==> src/rtl/pipe_skid_chain.sv <==
// pipe_skid_chain
//   Chain of DEPTH valid/ready register slices. Each slice holds a main
//   register (drives the slice output) and a skid register (catches the one
//   entry that arrives while main is stalled), so every slice's ready is a
//   plain flop output and there is no combinational ready path end to end.
//
// Ports
//   clk        clock, all state updates on the rising edge
//   reset      synchronous active-high reset (wins over flush and handshakes)
//   flush      synchronous discard of every held entry
//   in_valid   upstream presents in_data
//   in_data    upstream payload [WIDTH-1:0]
//   in_ready   chain can accept this cycle (registered)
//   out_valid  out_data holds an entry
//   out_data   head-of-chain payload [WIDTH-1:0]
//   out_ready  downstream accepts this cycle
//   occupancy  number of valid entries held, 0..2*DEPTH
module pipe_skid_chain #(
  parameter int WIDTH = 32,
  parameter int DEPTH = 2
) (
  input  logic                             clk,
  input  logic                             reset,
  input  logic                             flush,
  input  logic                             in_valid,
  input  logic [WIDTH-1:0]                 in_data,
  output logic                             in_ready,
  output logic                             out_valid,
  output logic [WIDTH-1:0]                 out_data,
  input  logic                             out_ready,
  output logic [$clog2(2*DEPTH+1)-1:0]     occupancy
);

  localparam int OCC_W = $clog2(2*DEPTH+1);

  logic [DEPTH-1:0] main_valid;
  logic [DEPTH-1:0] skid_valid;
  logic [WIDTH-1:0] main_data [DEPTH];
  logic [WIDTH-1:0] skid_data [DEPTH];

  // Per-slice upstream valid/data and downstream ready.
  logic [DEPTH-1:0] up_valid;
  logic [WIDTH-1:0] up_data [DEPTH];
  logic [DEPTH-1:0] dn_ready;
  logic [DEPTH-1:0] accept;
  logic [DEPTH-1:0] pop;

  for (genvar g = 0; g < DEPTH; g++) begin : g_link
    if (g == 0) begin : g_head
      assign up_valid[g] = in_valid;
      assign up_data[g]  = in_data;
    end else begin : g_mid
      assign up_valid[g] = main_valid[g-1];
      assign up_data[g]  = main_data[g-1];
    end

    if (g == DEPTH-1) begin : g_tail
      assign dn_ready[g] = out_ready;
    end else begin : g_inner
      assign dn_ready[g] = ~skid_valid[g+1];
    end

    // Slice ready is simply "skid is empty".
    assign accept[g] = up_valid[g] & ~skid_valid[g];
    assign pop[g]    = main_valid[g] & dn_ready[g];
  end

  always_ff @(posedge clk) begin
    if (reset) begin
      main_valid <= '0;
      skid_valid <= '0;
      for (int unsigned i = 0; i < DEPTH; i++) begin
        main_data[i] <= '0;
        skid_data[i] <= '0;
      end
    end else if (flush) begin
      // Only valid bits drop; data registers keep their contents.
      main_valid <= '0;
      skid_valid <= '0;
    end else begin
      for (int unsigned i = 0; i < DEPTH; i++) begin
        if (!main_valid[i] || pop[i]) begin
          // Skid entry is older than anything arriving now, so it goes first.
          // accept[i] is 0 whenever skid is valid, so nothing is lost.
          if (skid_valid[i]) begin
            main_data[i]  <= skid_data[i];
            main_valid[i] <= 1'b1;
          end else if (accept[i]) begin
            main_data[i]  <= up_data[i];
            main_valid[i] <= 1'b1;
          end else begin
            main_valid[i] <= 1'b0;
          end
          skid_valid[i] <= 1'b0;
        end else if (accept[i]) begin
          skid_data[i]  <= up_data[i];
          skid_valid[i] <= 1'b1;
        end
      end
    end
  end

  assign in_ready  = ~skid_valid[0];
  assign out_valid = main_valid[DEPTH-1];
  assign out_data  = main_data[DEPTH-1];

  always_comb begin
    occupancy = '0;
    for (int unsigned i = 0; i < DEPTH; i++) begin
      occupancy = occupancy + OCC_W'(main_valid[i]) + OCC_W'(skid_valid[i]);
    end
  end

endmodule
==> config.mk <==
export PLATFORM = sky130hd
export DESIGN_NAME = pipe_skid_chain
export DESIGN_NICKNAME = d
export VERILOG_FILES = /design/src/rtl/pipe_skid_chain.sv
export SDC_FILE = /design/constraint.sdc
export NUM_CORES = 1
export LEC_CHECK = 0
export CAP_MARGIN = 20
export CORE_ASPECT_RATIO = 1.5
export CORE_MARGIN = 2
export CORE_UTILIZATION = 40
export CTS_BUF_LIST = sky130_fd_sc_hd__clkbuf_8
export DETAILED_ROUTE_END_ITERATION = 8
export DONT_BUFFER_PORTS = 1
export GPL_TIMING_DRIVEN = 1
export PLACE_DENSITY = 0.54
export SETUP_SLACK_MARGIN = 0.1
export SLEW_MARGIN = 30
export SYNTH_ARGS = -nofsm -noshare
export SYNTH_HDL_FRONTEND = slang
export SYNTH_SLANG_ARGS = --single-unit
export TNS_END_PERCENT = 5
==> constraint.sdc <==
create_clock -name clk -period 11.3 [get_ports clk]
set_clock_uncertainty 0.1 [all_clocks]
set_input_delay 0 -clock clk [delete_from_list [all_inputs] [get_ports clk]]
set_output_delay 0 -clock clk [all_outputs]
set_load 0.005 [all_outputs]
==> results.sh <==
export IMPL_ys_seq_area_frac=0.668
export IMPL_fin_setup_tns_ns=0
export IMPL_worstHoldPathType="primary input to flop"
export IMPL_hold_viol_final=0
export IMPL_slowest_delay_ns=0.71
export IMPL_cp_data_required_time_ns=11.35
export IMPL_wl_per_cell_um=18.1
export IMPL_grt_first_pass_wirelength_mm=20.1
export IMPL_wl_met3_um=431
export IMPL_r2r_slack_ns=8.63
export IMPL_p_leak_nw=2.17
export IMPL_multi_input_area_um2=1690
export IMPL_grt_pass1_vias=3684
export IMPL_syn_area_um2=5870
export IMPL_grt_usage=0.165
export IMPL_overflow=0
export IMPL_cts_setup_buffers=0
export IMPL_die_width_um=103
export IMPL_antenna_found_initial=0
export IMPL_start_util=0.406
export IMPL_clk_latency_ns=0.42
export IMPL_drive_gt1_frac=0.116
export IMPL_cts_sinks=132
export IMPL_timing_rr_start="skid_valid[1]"
export IMPL_routabilityCongestion=0.788
export IMPL_drtPass1Iterations=4
export IMPL_rsz0062_at_grt="false"
export IMPL_critPathArrivalTime_ns=2.73
export IMPL_period_needed_ns=2.67
export IMPL_reg2reg_depth=4
export IMPL_ys_types=33
export IMPL_synth_edf_count=128
export IMPL_route_vias_total=3643
export IMPL_yosys_warnings=0
export IMPL_synthArstFlopShare=0
export IMPL_slowest_stage="o32a_2"
export IMPL_vdd_ir_drop_max_mv=0.0571
export IMPL_whs_endpoint="main_valid[1]"
export IMPL_yosys_area_top_type="edfxtp_1"
export IMPL_crit_family="compound AO/OA/AOI/OAI gates"
export IMPL_pre_cts_ws_ns=8.65
export IMPL_critPathMaxFanout=34
export IMPL_period_share=0.237
export IMPL_via_per_inst=5.43
export IMPL_cts_root_buf="clkbuf_8"
export IMPL_outcome="finished clean"
export IMPL_fill_cells=1348
export IMPL_max_slew_margin=0.480
export IMPL_dp_cells=600
export IMPL_io_pins=74
export IMPL_dieHeight_um=152
export IMPL_startpoint_type="flop"
export IMPL_top_layer_used="met4"
export IMPL_dp_hpwl_mm=7.48
export IMPL_portBuffers=0
export IMPL_path_class="flop to flop"
export IMPL_worstSetupEndpointType="flop"
export IMPL_worst_slack_ns=8.63
export IMPL_cp_cell_sequence="and2_4 -> o32a_2 -> buf_4 -> a21oi_1"
export IMPL_core_um2=14500
export IMPL_cts_buffers=17
export IMPL_grt_max_degree=65
export IMPL_tritoncts="done"
export IMPL_dieArea_um2=15700
export IMPL_path_buf_inv=1
export IMPL_drtIter0Drc=164
export IMPL_p_per_area_nw_per_um2=148
export IMPL_r2r_end="main_data[0][28]"
export IMPL_clockBufferDepth=2
export IMPL_setup_violations_final=0
export IMPL_dr_wl_met2_mm=6.10
export IMPL_synth_area_leaders="edfxtp_1 (65%), a21boi_0 (8.2%), o2bb2ai_1 (4.8%), o21ai_0 (3.8%), nand3_1 (2.8%)"
export IMPL_path_clk_slew_ns=0.07
export IMPL_syn_nets=477
export IMPL_drtAntennaViolNets=0
export IMPL_netlist_area_leader_share=0.655
export IMPL_htree_levels=4
export IMPL_rows=54
export IMPL_seqCellArea_um2=3920
export IMPL_fin_util=0.467
export IMPL_placed_cell_area_um2=5980
export IMPL_met1_length_mm=5.48
export IMPL_wl_mm=12.1
export IMPL_drc_errors=0
export IMPL_fin_nets=502
export IMPL_postCtsResizedCells=0
export IMPL_ys_ff_latch=132
export IMPL_cts_hold_buffers=39
export IMPL_hold_path_depth=4
export IMPL_synth_ff_type="edfxtp_1"
export IMPL_min_from="out_ready"
export IMPL_stdcell_area_um2=6750
export IMPL_report_final_slew_viol_count=0
export IMPL_fin_cells=671
export IMPL_worst_pin_slew_ns=0.778
export IMPL_fmax_mhz=374
export IMPL_avgSynthCellArea_um2=13.4
export IMPL_area_delta_synth_final_pct=15.0
export IMPL_antenna_cells=0
export IMPL_maxCapViolCount=0
export IMPL_synthCells=437
## metrics by stage
stage | total power, mW | hold slack (ns)
global placement | 0.613 | -0.0185
detailed placement | 0.615 | -0.0188
global route | 1.04 | 0.0257
CTS | 1.01 | 0.0000700
floorplan | 0.604 | -0.0213
finish | 0.998 | 0.0386
## cells in the mapped netlist (all sizes together), types with 3 or more instances
master,count
a21oi,33
clkbuf,29
o21ai,65
edfxtp,128
nor2,5
nand2,3
dfxtp,4
a21boi,64
o2bb2ai,32
nand3,33
inv,7
buf,15
nor2b,3
## how the worst max path moves through the flow
stage	slack [ns]	start	end	depth (start not counted)
after CTS	8.64	skid_valid[1]	main_data[0][28]	4
after floorplan	7.46	main_valid[1]	main_data[1][0]	4
after detailed placement	8.65	skid_valid[1]	main_data[0][28]	4
after global placement	8.64	main_valid[0]	skid_data[0][30]	4
after global routing	8.49	skid_valid[1]	main_data[0][30]	4
final	8.63	skid_valid[1]	main_data[0][28]	4
## state kept, by name, summed over array words and instances, names as in the netlist
name / count
main_data: 64
skid_data: 64
main_valid: 2
skid_valid: 2
## worst min-delay path, stage by stage
cell     delay, ns
nor2b_2       0.02
buf_4         0.24
nor3_1        0.18
nor2_1        0.07
## where the power goes
group          internal [mW]  total [mW]  switching, mW
clock                  0.211       0.383          0.172
combinational         0.0197      0.0479         0.0281
sequential             0.558       0.567        0.00932
total                  0.789       0.998          0.209
## final cells by class
type                            count  share of cell area
Tap cell                          196              0.0363
Multi-Input combinational cell    254               0.251
Clock buffer                       17              0.0347
Timing Repair Buffer               50              0.0712
Clock inverter                     15              0.0219
Sequential cell                   132               0.581
Inverter                            7             0.00389
## per-layer routing
layer / global-route usage / vias up
li1: - / 1740
met1: 0.222 / 1808
met2: 0.259 / 86
met3: 0.0468 / 9
met4: 0.0489 / 0
met5: 0 / -
## placed cells by master (no fill, tap or decap), types with 3 or more instances in the layout
cell           netlist  routed
a21boi_0            64      64
o2bb2ai_1           32      32
nor2_1               4       4
edfxtp_1           128     128
inv_1                7       9
o21ai_1             20      20
buf_4                0       9
clkinvlp_4           0       3
dlygate4sd3_1        0      39
a21oi_2              9       9
nand3_1             33      33
dfxtp_1              4       4
o21ai_0             45      44
bufinv_16            0       3
clkinv_1             0       6
clkbuf_8             0      17
a21oi_1             24      24
## cell families (layout without fill, tap and decap cells)
group	after synthesis	after routing	synth area share
buffers and inverters	51	89	0.0488
AO/OA/AOI/OAI	196	196	0.222
flip-flops	132	132	0.668
adder cells (fa/ha/maj)	3	3	0.00767
AND/OR/NAND/NOR	55	55	0.0535
Note: power is estimated with default switching activity, not from simulation.
